[config.mk]
export PLATFORM = sky130hd
export DESIGN_NAME = reg_view_selector
export DESIGN_NICKNAME = d
export VERILOG_FILES = /design/src/rtl/reg_view_pkg.sv /design/src/rtl/key_debounce.sv /design/src/rtl/reg_view_selector.sv
export SDC_FILE = /design/constraint.sdc
export NUM_CORES = 1
export LEC_CHECK = 0
export ABC_AREA = 1
export CAP_MARGIN = 20
export CELL_PAD_IN_SITES_DETAIL_PLACEMENT = 1
export CELL_PAD_IN_SITES_GLOBAL_PLACEMENT = 1
export CORE_ASPECT_RATIO = 0.5
export CORE_UTILIZATION = 41
export DETAILED_ROUTE_END_ITERATION = 10
export PLACE_DENSITY_LB_ADDON = 0.1
export SYNTH_ARGS = -nofsm -noshare
export SYNTH_HDL_FRONTEND = slang
export SYNTH_SLANG_ARGS = --single-unit
[constraint.sdc]
create_clock -name clk -period 4 [get_ports clk]
set_clock_uncertainty 0.05 [all_clocks]
set_input_delay 0.4 -clock clk [delete_from_list [all_inputs] [get_ports clk]]
set_output_delay 0.4 -clock clk [all_outputs]
set_load 0.01 [all_outputs]
[src/rtl/reg_view_pkg.sv]
// Shared types and constants for the register viewer front-end.
package reg_view_pkg;

  localparam int REG_ADDR_W = 5;
  localparam int REG_DATA_W = 32;
  localparam int NUM_REGS   = 32;

  localparam logic [REG_ADDR_W-1:0] LAST_REG = REG_ADDR_W'(NUM_REGS - 1);

  typedef enum logic {
    IDLE   = 1'b0,
    SAMPLE = 1'b1
  } view_state_t;

  // Step the register index by one key event, wrapping around the register file.
  // Opposing events cancel so that a simultaneous next+prev leaves the index alone.
  function automatic logic [REG_ADDR_W-1:0] step_index(
    input logic [REG_ADDR_W-1:0] idx,
    input logic                  go_next,
    input logic                  go_prev
  );
    logic [REG_ADDR_W-1:0] res;
    res = idx;
    if (go_next && !go_prev) begin
      res = (idx == LAST_REG) ? '0 : idx + REG_ADDR_W'(1);
    end else if (go_prev && !go_next) begin
      res = (idx == '0) ? LAST_REG : idx - REG_ADDR_W'(1);
    end
    return res;
  endfunction

endpackage

[src/rtl/key_debounce.sv]
// Push-button conditioner: two-flop synchronizer, stability counter and a
// one-cycle press pulse on each accepted released-to-pressed transition.
module key_debounce #(
  parameter int DEBOUNCE_CYCLES = 500000
) (
  input  logic clk,
  input  logic rst,
  input  logic key_n,
  output logic press
);

  localparam int CNT_W = (DEBOUNCE_CYCLES > 1) ? $clog2(DEBOUNCE_CYCLES) : 1;
  localparam logic [CNT_W-1:0] CNT_LAST = CNT_W'(DEBOUNCE_CYCLES - 1);

  logic             key_sync_p0;
  logic             key_sync_p1;
  logic             level;
  logic [CNT_W-1:0] stable_cnt;

  // Bring the raw key into the clock domain; idle level is released (1).
  always_ff @(posedge clk or posedge rst) begin
    if (rst) begin
      key_sync_p0 <= 1'b1;
      key_sync_p1 <= 1'b1;
    end else begin
      key_sync_p0 <= key_n;
      key_sync_p1 <= key_sync_p0;
    end
  end

  // Accept a new level only after it has persisted; any bounce back restarts the count.
  always_ff @(posedge clk or posedge rst) begin
    if (rst) begin
      level      <= 1'b1;
      stable_cnt <= '0;
      press      <= 1'b0;
    end else begin
      press <= 1'b0;
      if (key_sync_p1 != level) begin
        if (stable_cnt == CNT_LAST) begin
          level      <= key_sync_p1;
          stable_cnt <= '0;
          // Only the falling (pressed) edge is an event; release is silent.
          press      <= ~key_sync_p1;
        end else begin
          stable_cnt <= stable_cnt + CNT_W'(1);
        end
      end else begin
        stable_cnt <= '0;
      end
    end
  end

endmodule

[src/rtl/reg_view_selector.sv]
// Register viewer front-end: turns the next/prev keys into a register index,
// drives the register-file debug port and captures the selected value, with a
// periodic re-sample so the display follows the running program.
module reg_view_selector
  import reg_view_pkg::*;
#(
  parameter int DEBOUNCE_CYCLES = 500000,
  parameter int REFRESH_CYCLES  = 5000000
) (
  input  logic        clk,
  input  logic        rst,
  input  logic        key_next_n,
  input  logic        key_prev_n,
  output logic [4:0]  rf_rd_addr,
  input  logic [31:0] rf_rd_data,
  output logic [31:0] reg_data,
  output logic [4:0]  reg_index,
  output logic        valid
);

  localparam int RF_W = (REFRESH_CYCLES > 1) ? $clog2(REFRESH_CYCLES) : 1;
  localparam logic [RF_W-1:0] REFRESH_LAST = RF_W'(REFRESH_CYCLES - 1);

  logic            press_next;
  logic            press_prev;
  logic            pend_next;
  logic            pend_prev;
  view_state_t     state;
  view_state_t     state_nxt;
  logic            consume;
  logic            capture;
  logic [RF_W-1:0] refresh_cnt;
  logic            refresh_done;

  key_debounce #(
    .DEBOUNCE_CYCLES(DEBOUNCE_CYCLES)
  ) u_key_next (
    .clk   (clk),
    .rst   (rst),
    .key_n (key_next_n),
    .press (press_next)
  );

  key_debounce #(
    .DEBOUNCE_CYCLES(DEBOUNCE_CYCLES)
  ) u_key_prev (
    .clk   (clk),
    .rst   (rst),
    .key_n (key_prev_n),
    .press (press_prev)
  );

  assign refresh_done = (refresh_cnt == REFRESH_LAST);

  // Hold each press until the FSM consumes it; a fresh press outranks a clear so none is lost.
  always_ff @(posedge clk or posedge rst) begin
    if (rst) begin
      pend_next <= 1'b0;
      pend_prev <= 1'b0;
    end else begin
      if (press_next) begin
        pend_next <= 1'b1;
      end else if (consume) begin
        pend_next <= 1'b0;
      end
      if (press_prev) begin
        pend_prev <= 1'b1;
      end else if (consume) begin
        pend_prev <= 1'b0;
      end
    end
  end

  // FSM state register.
  always_ff @(posedge clk or posedge rst) begin
    if (rst) begin
      state <= IDLE;
    end else begin
      state <= state_nxt;
    end
  end

  // Next-state and control: key events win over the periodic refresh.
  always_comb begin
    state_nxt = state;
    consume   = 1'b0;
    capture   = 1'b0;
    case (state)
      IDLE: begin
        if (pend_next || pend_prev) begin
          consume   = 1'b1;
          state_nxt = SAMPLE;
        end else if (refresh_done) begin
          state_nxt = SAMPLE;
        end
      end
      SAMPLE: begin
        capture   = 1'b1;
        state_nxt = IDLE;
      end
      default: begin
        state_nxt = IDLE;
      end
    endcase
  end

  // Count idle cycles up to the refresh point and hold there until a sample clears it.
  always_ff @(posedge clk or posedge rst) begin
    if (rst) begin
      refresh_cnt <= '0;
    end else if (capture) begin
      refresh_cnt <= '0;
    end else if ((state == IDLE) && !refresh_done) begin
      refresh_cnt <= refresh_cnt + RF_W'(1);
    end
  end

  // Read address moves one cycle ahead of the capture so the register file has a full period.
  always_ff @(posedge clk or posedge rst) begin
    if (rst) begin
      rf_rd_addr <= '0;
    end else if (consume) begin
      rf_rd_addr <= step_index(rf_rd_addr, pend_next, pend_prev);
    end
  end

  // Capture the register contents and the index they belong to as one consistent pair.
  always_ff @(posedge clk or posedge rst) begin
    if (rst) begin
      reg_data  <= '0;
      reg_index <= '0;
      valid     <= 1'b0;
    end else if (capture) begin
      reg_data  <= rf_rd_data;
      reg_index <= rf_rd_addr;
      valid     <= 1'b1;
    end
  end

endmodule

==> metrics <==
endpoint of the worst hold path u_key_next.key_sync_p1; ANT cells 0; Slew Limit Fails 0; final critical-path required period 1.89 ns; post-cts sizing count 0; Residual DRC 0; #FFs+latches synth 115; worst slack, placed 2.21 ns; count of buffering cells on the critical path with inverters included 1; synth-to-layout area growth 27.6%; initial antenna violation count 0; cell family contributing the most delay on the critical path buffers and inverters; GR met3 Demand/Resource 0.0447; worst max-slew margin expressed relative to the limit 0.308; most frequently used flop master after synthesis sky130_fd_sc_hd__dfrtp_1; Final #Nets 883; count of nets left with antenna violations after detail routing 0; post-synthesis sequential area ratio 0.494; Least-Margin Pin Slew 1.04 ns; total negative slack for setup checks 0 ns; kind of end point of the critical path output port; layout filler cell count 1704; synthesis warning total 0; layout cells sized above 1 0.0998; number of instances in the synthesized netlist 752; Post-CTS Setup Repair Bufs 0; setup slack, reg-to-reg 2.29 ns; number of detailed-routing iterations run before antenna repair 4; port buffer count 78; chip height 86.4 um; global route hottest layer met2; worst hold slack across all endpoints 0.320 ns; First DRT Iteration DRCs 278; clk slew on worst S/H paths 0.06 ns; arrival time of the worst setup path approximately 1.4 ns; worst setup path class flop to output port; number of cell instances on the worst register-to-register path 8; maximum root-to-sink buffer count 2; crit share post-route 0.472; pin count of the biggest net entering global routing between 60 and 70; number of stages on the worst hold path 0; average instance area after synthesis 7.77 um^2; final RePlAce weighted congestion 0.817; count of placed standard cells including taps 1012; via count of the first global-routing pass 5431; initial core utilization 0.425; Core Region 13700 um^2; largest fanout of any net on the critical path 7; share of synthesized registers carrying an async set or reset 1.00; final instance count without filler cells 1044; clock tree from TritonCTS yes; maxcap violations 0; standby leakage power about 3.3 nW; aggregate global-route resource usage 0.232; Std-Cell Rows 30; run status finished, final reports clean; number of synthesized flops with an enable pin 0; global route overflow 0; global-route met2 utilization 0.419; critical register-to-register path endpoint u_key_next.stable_cnt[18]; final hold vios 0; number of H-tree levels 4; final WL roughly 15000 um; highest ir drop seen on vdd 240 uV; critical path startpoint category flop; met1 Resource Use GR 0.280; clock buffer count from CTS 17; detailed-route via count just over 5000; Final WS setup 2.11 ns; power density over the cells roughly 380 nW/um^2; routed wire length per instance roughly 15 um; critical path cell sequence clkdlybuf4s50_1; number of nets produced by synthesis 796; delay of the slowest cell on the worst path 0.58 ns; half-perimeter wire length after placement 11100 um; Die Area 14800 um^2; number of sinks on the clock net between 100 and 150; number of endpoints failing setup at the final stage 0; class of the tightest hold or removal check flop to flop; CP max-delay cell sky130_fd_sc_hd__clkdlybuf4s50_1; RSZ-0062 raised after global routing no; global-route wire length before repair 26300 um; later-pin clock latency in the skew report 0.41 ns; cell area after synthesis between 5000 and 6000 um^2; Fmax 0.530 GHz; RR Startpoint u_key_next.stable_cnt[0]; root buffer selected by CTS sky130_fd_sc_hd__clkbuf_16; die outline width 171 um; number of distinct library cell variants in the gate-level netlist after synthesis 32; number of top-level pins 79; source of the worst hold timing path u_key_next.key_sync_p0; Hold-fix buffers, CTS 0; Via density 4.82; critical path data required time 3.55 ns
cells by family after synthesis:
logic type | share of synthesized area
AOI/OAI and AO/OA | 0.0369
DFF | 0.494
and+or+nand+nor | 0.352
adders and majority gates | 0.0171
xor gates and xnor gates | 0.0401
buffers and inverters | 0.0602
cell usage after synthesis (all sizes together), types with 5 or more instances:
| library cell | instances | area [um^2] |
|---|---|---|
| nand2 | 254 | 971 |
| nor2 | 138 | 606 |
| dfrtp | 109 | 2730 |
| inv | 78 | 293 |
| nand3 | 49 | 275 |
| o21ai | 19 | 98.9 |
| xor2 | 19 | 166 |
| a21oi | 16 | 80.1 |
| nor3 | 12 | 75.1 |
| nand4 | 11 | 75.1 |
| clkbuf | 9 | 33.8 |
| ha | 8 | 100 |
| dfstp | 6 | 158 |
| xnor2 | 6 | 67.6 |
| or2 | 5 | 31.3 |
metal layers:
layer	share of wire	up-vias
li1	-	2499
met2	0.51	47
met5	0	-
met4	0.015	0
met3	0.025	19
met1	0.45	2467
where the power goes:
part / switching [W] / internal [W] / total [W]
registers: 0.00000552 / 0.00117 / 0.00118
logic: 0.0000421 / 0.0000386 / 0.0000807
clock network: 0.000567 / 0.00101 / 0.00158
through the flow:
step / utilization / power, W / area (um^2)
3_5_place_dp: 0.498 / 0.00128 / 6840
4_1_cts: 0.542 / 0.00287 / 7450
6_report: 0.542 / 0.00284 / 7450
3_3_place_gp: 0.498 / 0.00128 / 6840
2_1_floorplan: - / 0.00123 / 5840
5_1_grt: 0.542 / 0.00292 / 7450
state kept, by name (all words and copies together) (netlist names):
| signal | count |
|---|---|
| u_key_prev.stable_cnt | 19 |
| state | 1 |
| refresh_cnt | 23 |
| valid | 1 |
| u_key_prev.key_sync_p0 | 1 |
| u_key_next.key_sync_p1 | 1 |
| pend_next | 1 |
| u_key_next.key_sync_p0 | 1 |
| rf_rd_addr | 5 |
| u_key_prev.level | 1 |
| u_key_next.level | 1 |
| reg_data | 32 |
| reg_index | 5 |
| pend_prev | 1 |
| u_key_prev.key_sync_p1 | 1 |
| u_key_next.press | 1 |
| u_key_prev.press | 1 |
| u_key_next.stable_cnt | 19 |
layout make-up:
type,instances,area (um^2),share of cell area
Clock buffer,19,453,0.0608
Clock inverter,13,158,0.0212
Inverter,80,305,0.0410
Multi-Input combinational cell,545,2600,0.349
Sequential cell,115,2890,0.387
Tap cell,192,240,0.0322
Timing Repair Buffer,80,808,0.108
placed cells by master (no fill, tap or decap), types with 6 or more instances in the layout:
master,netlist,layout
sky130_fd_sc_hd__nor3_1,9,9
sky130_fd_sc_hd__clkdlybuf4s50_1,0,78
sky130_fd_sc_hd__xor2_1,19,19
sky130_fd_sc_hd__nand4_1,10,10
sky130_fd_sc_hd__nand3_1,43,43
sky130_fd_sc_hd__ha_1,8,8
sky130_fd_sc_hd__dfrtp_1,109,109
sky130_fd_sc_hd__clkinv_2,2,6
sky130_fd_sc_hd__dfstp_2,6,6
sky130_fd_sc_hd__nand2_1,247,247
sky130_fd_sc_hd__inv_1,76,75
sky130_fd_sc_hd__nor2_4,10,10
sky130_fd_sc_hd__nand2_2,7,7
sky130_fd_sc_hd__nor2_1,123,123
sky130_fd_sc_hd__clkbuf_16,0,17
sky130_fd_sc_hd__a21oi_1,16,16
sky130_fd_sc_hd__nand3_2,6,6
sky130_fd_sc_hd__o21ai_0,18,18
worst max path at each step:
stage / depth (start not counted) / slack [ns] / start / endpoint
6_report: 1 / 2.11 / rf_rd_addr[2] / rf_rd_addr[2]
5_1_grt: 1 / 2.06 / rf_rd_addr[2] / rf_rd_addr[2]
4_1_cts: 1 / 2.09 / rf_rd_addr[2] / rf_rd_addr[2]
3_5_place_dp: 3 / 2.21 / rst / refresh_cnt[15]
3_3_place_gp: 3 / 2.22 / rst / refresh_cnt[19]
2_1_floorplan: 1 / 0.52 / rst / pend_next
Power figures use the tool's default switching activity.
